==> src/rtl/mem_arbiter.sv <==
// Two-port (fetch/data) arbiter in front of a single synchronous-read memory.
// Data wins collisions unless fetch has been starved for STARVE_LIMIT cycles.
module mem_arbiter #(
  parameter int unsigned DATA_WIDTH   = 32,
  parameter int unsigned STARVE_LIMIT = 4
) (
  input  logic                  clk,
  input  logic                  rst,
  input  logic                  if_req_i,
  input  logic [DATA_WIDTH-1:0] if_addr_i,
  output logic                  if_gnt_o,
  output logic                  if_rvalid_o,
  output logic [DATA_WIDTH-1:0] if_rdata_o,
  input  logic                  d_req_i,
  input  logic                  d_we_i,
  input  logic [DATA_WIDTH-1:0] d_addr_i,
  input  logic [DATA_WIDTH-1:0] d_wdata_i,
  input  logic [3:0]            d_byte_en_i,
  output logic                  d_gnt_o,
  output logic                  d_rvalid_o,
  output logic [DATA_WIDTH-1:0] d_rdata_o,
  output logic [DATA_WIDTH-1:0] mem_addr_o,
  output logic [DATA_WIDTH-1:0] mem_wr_data_o,
  output logic                  mem_wr_en_o,
  output logic [3:0]            mem_byte_en_o,
  input  logic [DATA_WIDTH-1:0] mem_rd_data_i,
  output logic                  stall_o
);

  localparam int unsigned CW = (STARVE_LIMIT < 1) ? 1 : $clog2(STARVE_LIMIT + 1);
  localparam logic [CW-1:0] LIMIT = CW'(STARVE_LIMIT);

  typedef enum logic [1:0] {
    SRC_NONE = 2'd0,
    SRC_IF   = 2'd1,
    SRC_D    = 2'd2
  } resp_src_e;

  resp_src_e     resp_src_q, resp_src_d;
  logic [CW-1:0] starve_cnt_q, starve_cnt_d;
  logic          we_q, we_d;
  logic          if_gnt, d_gnt;

  always_ff @(posedge clk) begin
    if (rst) begin
      resp_src_q   <= SRC_NONE;
      starve_cnt_q <= '0;
      we_q         <= 1'b0;
    end else begin
      resp_src_q   <= resp_src_d;
      starve_cnt_q <= starve_cnt_d;
      we_q         <= we_d;
    end
  end

  // Grants are forced low in reset so nothing reaches memory while rst=1.
  always_comb begin
    if_gnt = 1'b0;
    d_gnt  = 1'b0;
    if (!rst) begin
      if (if_req_i && d_req_i) begin
        if (starve_cnt_q >= LIMIT) if_gnt = 1'b1;
        else                       d_gnt  = 1'b1;
      end else begin
        if_gnt = if_req_i;
        d_gnt  = d_req_i;
      end
    end
  end

  always_comb begin
    starve_cnt_d = '0;
    if (if_req_i && !if_gnt) begin
      starve_cnt_d = (starve_cnt_q == LIMIT) ? starve_cnt_q : starve_cnt_q + CW'(1);
    end

    resp_src_d = SRC_NONE;
    if (d_gnt)       resp_src_d = SRC_D;
    else if (if_gnt) resp_src_d = SRC_IF;

    we_d = d_gnt ? d_we_i : we_q;
  end

  always_comb begin
    if_gnt_o      = if_gnt;
    d_gnt_o       = d_gnt;
    stall_o       = !rst && if_req_i && !if_gnt;
    mem_addr_o    = '0;
    mem_wr_data_o = '0;
    mem_wr_en_o   = 1'b0;
    mem_byte_en_o = '0;
    if (d_gnt) begin
      mem_addr_o    = d_addr_i;
      mem_wr_data_o = d_wdata_i;
      mem_wr_en_o   = d_we_i;
      mem_byte_en_o = d_we_i ? d_byte_en_i : 4'hF;
    end else if (if_gnt) begin
      mem_addr_o    = if_addr_i;
      mem_byte_en_o = 4'hF;
    end

    // Response phase is squashed during reset even if resp_src_q still holds a source.
    if_rvalid_o = 1'b0;
    if_rdata_o  = '0;
    d_rvalid_o  = 1'b0;
    d_rdata_o   = '0;
    if (!rst) begin
      if (resp_src_q == SRC_IF) begin
        if_rvalid_o = 1'b1;
        if_rdata_o  = mem_rd_data_i;
      end else if (resp_src_q == SRC_D) begin
        d_rvalid_o = 1'b1;
        d_rdata_o  = we_q ? '0 : mem_rd_data_i;
      end
    end
  end

endmodule

==> config.mk <==
export PLATFORM = sky130hd
export DESIGN_NAME = mem_arbiter
export DESIGN_NICKNAME = d
export VERILOG_FILES = /design/src/rtl/mem_arbiter.sv
export SDC_FILE = /design/constraint.sdc
export NUM_CORES = 1
export LEC_CHECK = 0
export CAP_MARGIN = 15
export CORE_AREA = 2 2 106 108
export DETAILED_ROUTE_END_ITERATION = 6
export DIE_AREA = 0 0 108 110
export HOLD_SLACK_MARGIN = 0.08
export MAX_ROUTING_LAYER = met4
export PLACE_DENSITY_LB_ADDON = 0.2
export SETUP_SLACK_MARGIN = 0.4
export SKIP_CTS_REPAIR_TIMING = 1
export SYNTH_ARGS = -nofsm -noshare
export SYNTH_HDL_FRONTEND = slang
export SYNTH_SLANG_ARGS = --single-unit
export TNS_END_PERCENT = 30
==> constraint.sdc <==
create_clock -name clk -period 1.8 [get_ports clk]
set_clock_uncertainty 0.05 [all_clocks]
set_input_delay 0.36 -clock clk [delete_from_list [all_inputs] [get_ports clk]]
set_output_delay 0.36 -clock clk [all_outputs]
set_load 0.05 [all_outputs]
Word level (Yosys, flattened, before mapping)
Index checks and enable logic that the tools add are counted.
{ "totals": {"regBits": 6, "latch_bits": 0, "mem_bits_rw": 0, "mem_bits_ro": 0, "input_bits": 137, "out_inout_bits": 138, "elab_cells": 44, "n_memories": 0} }
{ "classes": {"n_addsub": 1, "multipliers": 0, "div_mod_pow": 0, "n_lt_le_gt_ge": 1, "eq_ne": 3, "n_shift": 0, "muxes": 26, "n_bitwise": 1, "n_reduce_logical": 8} }
{ "op_table": {"columns": ["op", "count"], "rows": [
  ["32-bit 2-to-1 mux", 9],
  ["1-bit 2-to-1 mux", 13],
  ["4-bit 2-to-1 mux", 3],
  ["1-bit logical AND", 4],
  ["2-bit OR reduction", 2],
  ["3-bit by 1-bit adder with 3-bit output, second input constant", 1],
  ["3-bit == test, second input constant", 1],
  ["3-bit >= comparator, second input constant", 1],
  ["2-bit by 1-bit == test with 1-bit output, second input constant", 1],
  ["2-bit == test, second input constant", 1],
  ["1-bit logical NOT", 2],
  ["2-bit 2-to-1 mux", 1],
  ["1-bit NOT", 1]
]} }

Logic depth before layout (Yosys ltp)
Gate-level depths: netlist of the first run.
{ "logic_depth": {"word_depth": 8, "ltp_mapped": 5} }

Worst setup path before layout of the first run
Ideal clock, no wire load.
{ "synth_timing": {"path_type": "input-to-output", "startpoint": "input rst", "endpoint": "output mem_wr_en_o", "arrival_ns": 1.880, "required_time_ns": 1.390, "path_slack_ns": -0.490, "stages": 3, "path_cell_list": "buf_2 -> buf_2 -> nor3b_1"} }
{ "synth_between": {"elab_chain_len": 2} }
{ "synth_rtl": {"columns": ["element", "line_no", "text"], "rows": [
  ["start, declared", "8", "input logic rst,"],
  ["1-bit 2-to-1 mux", "60", "if (!rst) begin"],
  ["1-bit 2-to-1 mux", "92", "if (d_gnt) begin"],
  ["end, declared", "24", "output logic mem_wr_en_o,"]
]} }
No other way between the ends.

Final worst setup path of the first run
{ "layout_timing": {"startpoint": "input if_req_i", "endpoint": "output mem_wr_data_o[14]"} }
{ "layout_between": {"elab_chain_len": 4} }
{ "layout_rtl": {"columns": ["element", "line_no", "text"], "rows": [
  ["start, declared", "9", "input logic if_req_i,"],
  ["1-bit logical AND", "61", "if (if_req_i && d_req_i) begin"],
  ["1-bit 2-to-1 mux", "61", null],
  ["1-bit 2-to-1 mux", "60", null],
  ["32-bit 2-to-1 mux", "92", null],
  ["end, declared", "23", "output logic [DATA_WIDTH-1:0] mem_wr_data_o,"]
]} }
No other way between the ends.

==> results of run 1 <==
-- cell usage after synthesis --
cell type	number	area [um2]
inv_1	4	15.0
ha_1	2	25.0
clkbuf_1	3	11.3
o21ai_0	4	20.0
clkbuf_2	5	25.0
buf_2	9	45.0
dfxtp_1	6	120
nor2b_1	2	12.5
nor3b_1	1	7.51
a32oi_1	32	280
buf_6	8	90.1
a211oi_4	1	20.0
nor3_1	1	5.00
a21oi_2	4	35.0
nor3_2	1	10.0
nor2_1	35	131
nand2b_1	3	18.8
and2_1	98	613
mux2i_1	1	10.0
a21boi_4	1	18.8
nor3b_4	1	18.8
a211oi_1	1	7.51
nand2_4	1	11.3
-- layout make-up --
type / count / area (um2) / area share, %
well taps: 140 / 175 / 2.43
multi-input cells: 189 / 2190 / 30.4
flip-flops and latches: 6 / 129 / 1.79
repair buffers: 313 / 4650 / 64.6
clock buffers: 4 / 45.0 / 0.626
inverters: 4 / 15.0 / 0.209
-- registers in the layout (all words and copies together), names as in the netlist --
signal / cells
resp_src_q: 2
starve_cnt_q: 3
we_q: 1
-- per-layer routing --
layer / vias up / routed length [um] / track usage (%)
li1: 1357 / - / -
met1: 1313 / 4010 / 16.6
met2: 171 / 6540 / 32.0
met3: 13 / 1340 / 6.41
met4: 0 / 189 / 3.85
met5: - / 0 / -
-- cell families (layout without fill, tap and decap cells) --
logic type	count (synthesis)	count (layout)	synth area share, %
buffers and inverters	29	321	12.0
adders and majority gates	2	2	1.61
DFF	6	6	7.74
muxes	1	1	0.645
AOI/OAI and AO/OA	43	43	24.6
and+or+nand+nor	143	143	53.4
-- critical path: cells and delay by family --
kind / cells / cell delay, ns
buf+inv: 4 / 0.62
simple gates: 1 / 0.15
compound gates: 1 / 0.34
-- layout by cell type (no fill, tap or decap), types with 3 or more instances in the layout --
master           Yosys  routed
and2_4               0      70
clkdlybuf4s50_1      0     133
buf_12               0     145
dfxtp_1              6       3
nor2_2               0       3
a32oi_2              0      13
a32oi_4              0      17
clkbuf_16            0       7
clkbuf_8             0       3
inv_1                4       3
buf_4                0      18
buf_6                8       7
a21oi_4              0       4
nor2_4               0      31
and2_2               0      25
and2_1              98       3
-- worst max path at each step --
| stage | slack, ns | cells past startpoint | end | startpoint |
|---|---|---|---|---|
| detailed placement | -0.53 | 5 | stall_o | if_req_i |
| floorplan | 0.09 | 4 | mem_wr_data_o[10] | if_req_i |
| finish | -0.09 | 6 | mem_wr_data_o[14] | if_req_i |
| CTS | -0.54 | 5 | stall_o | if_req_i |
| global placement | -0.50 | 5 | stall_o | if_req_i |
| global route | -0.13 | 5 | mem_addr_o[0] | starve_cnt_q[2]$_SDFFE_PP0N_ |
-- report_power, final --
part	total [mW]	internal [mW]	switching (mW)
clock network	0.220	0.153	0.0673
logic	1.78	0.945	0.839
registers	0.141	0.136	0.00460
-- stage by stage --
step           power, mW  setup TNS [ns]  std cells  hold slack, ns
6_report            2.15           -5.76        656           0.362
3_3_place_gp        1.68          -31.23        631           0.393
2_1_floorplan      0.847               0        224           0.379
5_1_grt             2.23          -10.03        656           0.387
3_5_place_dp        1.70          -32.14        631           0.413
4_1_cts             1.93          -33.97        635           0.350
==> results.ini, run 1 <==
[run_status]
outcome = finished with violations
violations = setup timing

[layout]
nets = 656
areaGrowthSynthToFinish_pct = 364
design_area_mm2 = 0.00720
drive_gt1_share_pct = 70.2
antenna_cells = 0
nFillCells = 780
fin_util_pct = 67.3

[grt]
antenna_found_initial = 0
grt_pass1_wl_um = 15300
grt_pass1_vias = 2750
grt_max_degree = 35
overflow = 0
globalRouteTotalUtil_pct = 17.0

[floorplan]
io_pins = 275
fp-row-count = 38
start_util_pct = 14.5
dieHeight_um = 110
dieWidth_um = 108
dieArea_mm2 = 0.0119
core-area_mm2 = 0.0107

[clocking]
cts_tree = done
clock-sinks = 6
cts_root_buf = clkbuf_8
cts_buffer_depth = 2
htree_levels = 1
clk_pin_slew_ns = 0.04
cts_buffers = 3
clk_latency_ns = 0.23

[min_path]
hold-path-cell-count = 2
min-delay-start = rst
min_path_type = primary input to flip-flop
hold_end = resp_src_q[1]$_SDFF_PP0_

[setup_path]
reg2reg_to = we_q$_SDFFE_PP0N_
criticalPathCategory = primary input to primary output
cp.required_ns = 1.39
max_stage_delay_ns = 0.34
end_kind = primary output
r2r_cells = 6
reg2reg_slack_ns = 0.40
crit_path_max_fanout = 8
r2r_start = starve_cnt_q[2]$_SDFFE_PP0N_
cp-start-kind = primary input
cp.arrival_ns = 1.48
slowest_stage = a211oi_4
cp_cell_sequence = clkbuf_2 > a211oi_4 > buf_6 > clkbuf_16 > and2_4 > buf_12

[synth]
yosysSeqAreaShare_pct = 7.74
netlist_area_mm2 = 0.00155
synthCells = 224
synth_nets = 363
yosys_warnings = 0
syn_avg_cell_area_um2 = 6.93
ys_seq_elements = 6
synth_cell_types = 23

[placed_design]
numPortBuffers = 274
dp_hpwl_um = 8820
place_congestion = 0.752
place_area_mm2 = 0.00631
post-place-ws_ns = -0.535

[route]
drc = 0
drtIter0Drc = 50
ant_nets = 0
routed_wl_um = 12100
vias_per_cell = 4.35
first_pass_iters = 4
num_vias = 2854
wire_per_inst_um = 18.4

[timing]
worst_slack_ns = -0.0899
max_slew_margin_pct = 58.1
finalHoldViolations = 0
report.final.slew_viol_count = 0
worst_pin_slew_ns = 0.628
finalSetupViolations = 91
rsz0062_at_grt = yes
max_freq_mhz = 529
period_needed_ns = 1.89
finalCritPeriodShare_pct = 105

[power]
leakage_nw = 2.73
cellPowerDensity_mw_per_mm2 = 298
max-vdd-ir-drop_v = 0.000185

[run]
max_cap_viol_count = 0

(Power assumes the default switching activity.)
==> run 2, diff against run 1 <==
--- a/config.mk
+++ b/config.mk
@@ -5,11 +5,13 @@
 export SDC_FILE = /design/constraint.sdc
 export NUM_CORES = 1
 export LEC_CHECK = 0
+export ABC_AREA = 1
 export CAP_MARGIN = 15
-export CORE_AREA = 2 2 106 108
+export CORE_AREA = 2 2 105 107
+export CTS_BUF_LIST = sky130_fd_sc_hd__clkbuf_8
 export DETAILED_ROUTE_END_ITERATION = 6
-export DIE_AREA = 0 0 108 110
-export HOLD_SLACK_MARGIN = 0.08
+export DIE_AREA = 0 0 107 109
+export HOLD_SLACK_MARGIN = 0.03
 export MAX_ROUTING_LAYER = met4
 export PLACE_DENSITY_LB_ADDON = 0.2
 export SETUP_SLACK_MARGIN = 0.4
==> run 2 against run 1 <==
The run now ends clean. Area after synthesis down 6.5%. Combinational power fell by 9%. Synthesized cell count is 46% higher. Hold slack better by 0.035 ns. Cell count rose by 15%. Sequential share of layout area increased by 0.069 points. Count of clock-buffer cells in the layout shrank 1. Die area shrank 1.8%. Core utilization fell by 4.4 points. Global-route usage fell by 2.3 points.
==> results.ini, run 2 <==
[run_status]
outcome = complete, no violations

[route]
ant_nets = 0  ; unchanged
dr_wl_met2_um = 5490  ; -16%
routed_wl_um = 9720  ; -20%
wirelength_met1_um = 3310  ; -17%
num_vias = 2952  ; +3.4%
wire_per_inst_um = 12.9  ; -30%
first_pass_iters = 3  ; -1
drtIter0Drc = 70  ; +40%
wl_met3_um = 760  ; -43%
drc = 0  ; unchanged
top_layer_used = met4
vias_per_cell = 3.91  ; -10%

[timing]
max_slew_margin_pct = 83.6  ; +25 points
finalSetupTns_ns = 0  ; +5.76 ns
worst_pin_slew_ns = 0.247  ; -0.381 ns
period_needed_ns = 1.80  ; -0.0944 ns
finalCritPeriodShare_pct = 99.7  ; -5.2 points
finalSetupViolations = 0  ; -100%
worst_slack_ns = 0.00451  ; +0.0944 ns
rsz0062_at_grt = yes
report.final.slew_viol_count = 0  ; unchanged
finalHoldViolations = 0  ; unchanged
hold_slack_ns = 0.397  ; +0.0349 ns
max_freq_mhz = 557  ; +5.3%

[grt]
globalRouteTotalUtil_pct = 14.7  ; -2.3 points
antenna_found_initial = 0  ; unchanged
grt_max_degree = 37  ; +5.7%
grt_pass1_vias = 2823  ; +2.7%
grt_pass1_wl_um = 13400  ; -13%
overflow = 0  ; unchanged

[synth]
synthDominantCellAreaShare_pct = 27.4  ; -12 points
yosys_warnings = 0  ; unchanged
synth_common_cells = nand2_1, nor2_1, inv_1
syn_avg_cell_area_um2 = 4.43  ; -36%
synth_edf_count = 0  ; unchanged
synth_cell_types = 16  ; -30%
netlist_area_mm2 = 0.00145  ; -6.5%
yosysSeqAreaShare_pct = 8.28  ; +0.54 points
synthArstFlopShare_pct = 0  ; unchanged
yosysMostFrequentCell = nand2_1
ys_seq_elements = 6  ; unchanged
synth_top_area_cell = nand2_1
synth_nets = 466  ; +28%
synthCells = 327  ; +46%
yosys-top-cells-area = nand2_1, nor2_1, inv_1, dfxtp_1, buf_6
synthFlopType = dfxtp_1

[layout]
largest_reg_flops = 3  ; unchanged
areaGrowthSynthToFinish_pct = 360
drive_gt1_share_pct = 55.1  ; -15 points
final_cell_mix = buf_12, clkdlybuf4s50_1, inv_1
antenna_cells = 0  ; unchanged
nets = 756  ; +15%
final_cells = 755  ; +15%
layout_commonest_cell = buf_12
reg_top3 = starve_cnt_q: 3 flops, resp_src_q: 2 flops, we_q: 1 flops
fin_util_pct = 62.9  ; -4.4 points
regMostFlops = starve_cnt_q

[floorplan]
io_pins = 275  ; unchanged
dieHeight_um = 109  ; -0.91%
dieWidth_um = 107  ; -0.93%
fp-row-count = 38  ; unchanged
dieArea_mm2 = 0.0117  ; -1.8%
core-area_mm2 = 0.0106  ; -0.89%
start_util_pct = 13.7  ; -0.83 points

[setup_path]
cp.required_ns = 1.39  ; about the same
cp-start-kind = flip-flop
r2r_cells = 9  ; +3
criticalPathCategory = flip-flop to primary output
crit_path_max_fanout = 7  ; -1
cp.arrival_ns = 1.39  ; -0.09 ns
end_kind = primary output

[placed_design]
dp_cells = 745  ; +18%
post-place-ws_ns = -0.378  ; +0.157 ns
place_congestion = 0.785  ; +4.4%
dp_hpwl_um = 8280  ; -6.1%
numPortBuffers = 274  ; unchanged

[clocking]
cts_buffers = 3  ; unchanged
clk_latency_ns = 0.23  ; about the same
cts_root_buf = clkbuf_8
htree_levels = 1  ; unchanged
cts_buffer_depth = 2  ; unchanged
clock-sinks = 6  ; unchanged
clk_pin_slew_ns = 0.04  ; about the same
cts_tree = done

[power]
max-vdd-ir-drop_v = 0.000168  ; -9.5%
cellPowerDensity_mw_per_mm2 = 295  ; -1.1%
leakage_nw = 2.97  ; +8.7%

[min_path]
hold-path-cell-count = 2  ; unchanged
min_path_type = primary input to flip-flop

[run]
max_cap_viol_count = 0  ; unchanged

==> run 2: changes by cell type after synthesis, moves of 3 or more <==
cell	delta
nand2_1	+106
and2_1	-98
inv_1	+73
nor2_1	+67
a32oi_1	-32
clkbuf_2	-5
a21oi_2	-4
a21oi_1	+3
clkbuf_1	-3
inv_2	+3
nand2b_1	-3
==> run 2: worst paths after layout <==
path / start / endpoint / slack, ns
min reg2reg: we_q$_SDFFE_PP0N_ / we_q$_SDFFE_PP0N_ / 0.41
max: starve_cnt_q[2]$_SDFFE_PP0N_ / mem_addr_o[11] / 0.005
max reg2reg: starve_cnt_q[2]$_SDFFE_PP0N_ / starve_cnt_q[2]$_SDFFE_PP0N_ / 0.62
min: rst / we_q$_SDFFE_PP0N_ / 0.40
==> run 2: cells by family (layout without fill, tap and decap cells) <==
| kind of cell | after synthesis | in the layout | synth area share [%] |
|---|---|---|---|
| compound gates | 7 | 7 | 2.42 |
| fa+ha+maj | 2 | 2 | 1.73 |
| buf+inv | 97 | 385 | 30.5 |
| flops | 6 | 6 | 8.28 |
| simple gates | 215 | 215 | 57.0 |
==> run 2: critical path, stage by stage (launching register included) <==
cell and delay (ns):
dfxtp_4 0.36, nand2_4 0.07, nand3_4 0.16, inv_8 0.14, clkbuf_16 0.15, nand2_1 0.06, nand2_2 0.08, buf_12 0.13
==> run 2: area by class of cell <==
class | count | area, um2
Sequential cell | 6 | 124
Inverter | 81 | 322
Fill cell | 867 | 3940
Timing Repair Buffer | 301 | 4480
Multi-Input combinational cell | 224 | 1530
Clock buffer | 3 | 41.3
Tap cell | 140 | 175
==> run 2: metrics by stage <==
| stage | cell area [um2] | total power, mW |
|---|---|---|
| CTS | 6260 | 1.90 |
| finish | 6670 | 1.97 |
| global placement | 6220 | 1.67 |
| detailed placement | 6220 | 1.68 |
| floorplan | 1850 | 0.804 |
| global route | 6670 | 2.04 |
==> run 2: metal layers <==
metal	track usage [%]	vias to the layer above
met5	-	-
met4	4.17	0
met3	3.41	12
met2	28.1	156
met1	15.0	1304
li1	-	1480
==> run 2: where the power goes <==
part / total [mW] / internal, mW / switching (mW)
Combinational: 1.62 / 0.819 / 0.797
Sequential: 0.141 / 0.138 / 0.00315
Clock: 0.208 / 0.144 / 0.0641
==> run 3, diff against run 2 <==
--- a/config.mk
+++ b/config.mk
@@ -11,6 +11,7 @@
 export CTS_BUF_LIST = sky130_fd_sc_hd__clkbuf_8
 export DETAILED_ROUTE_END_ITERATION = 6
 export DIE_AREA = 0 0 107 109
+export GPL_ROUTABILITY_DRIVEN = 0
 export HOLD_SLACK_MARGIN = 0.03
 export MAX_ROUTING_LAYER = met4
 export PLACE_DENSITY_LB_ADDON = 0.2
==> results of run 3 <==
Final layout, timing and power as in run 2 (identical DEF).
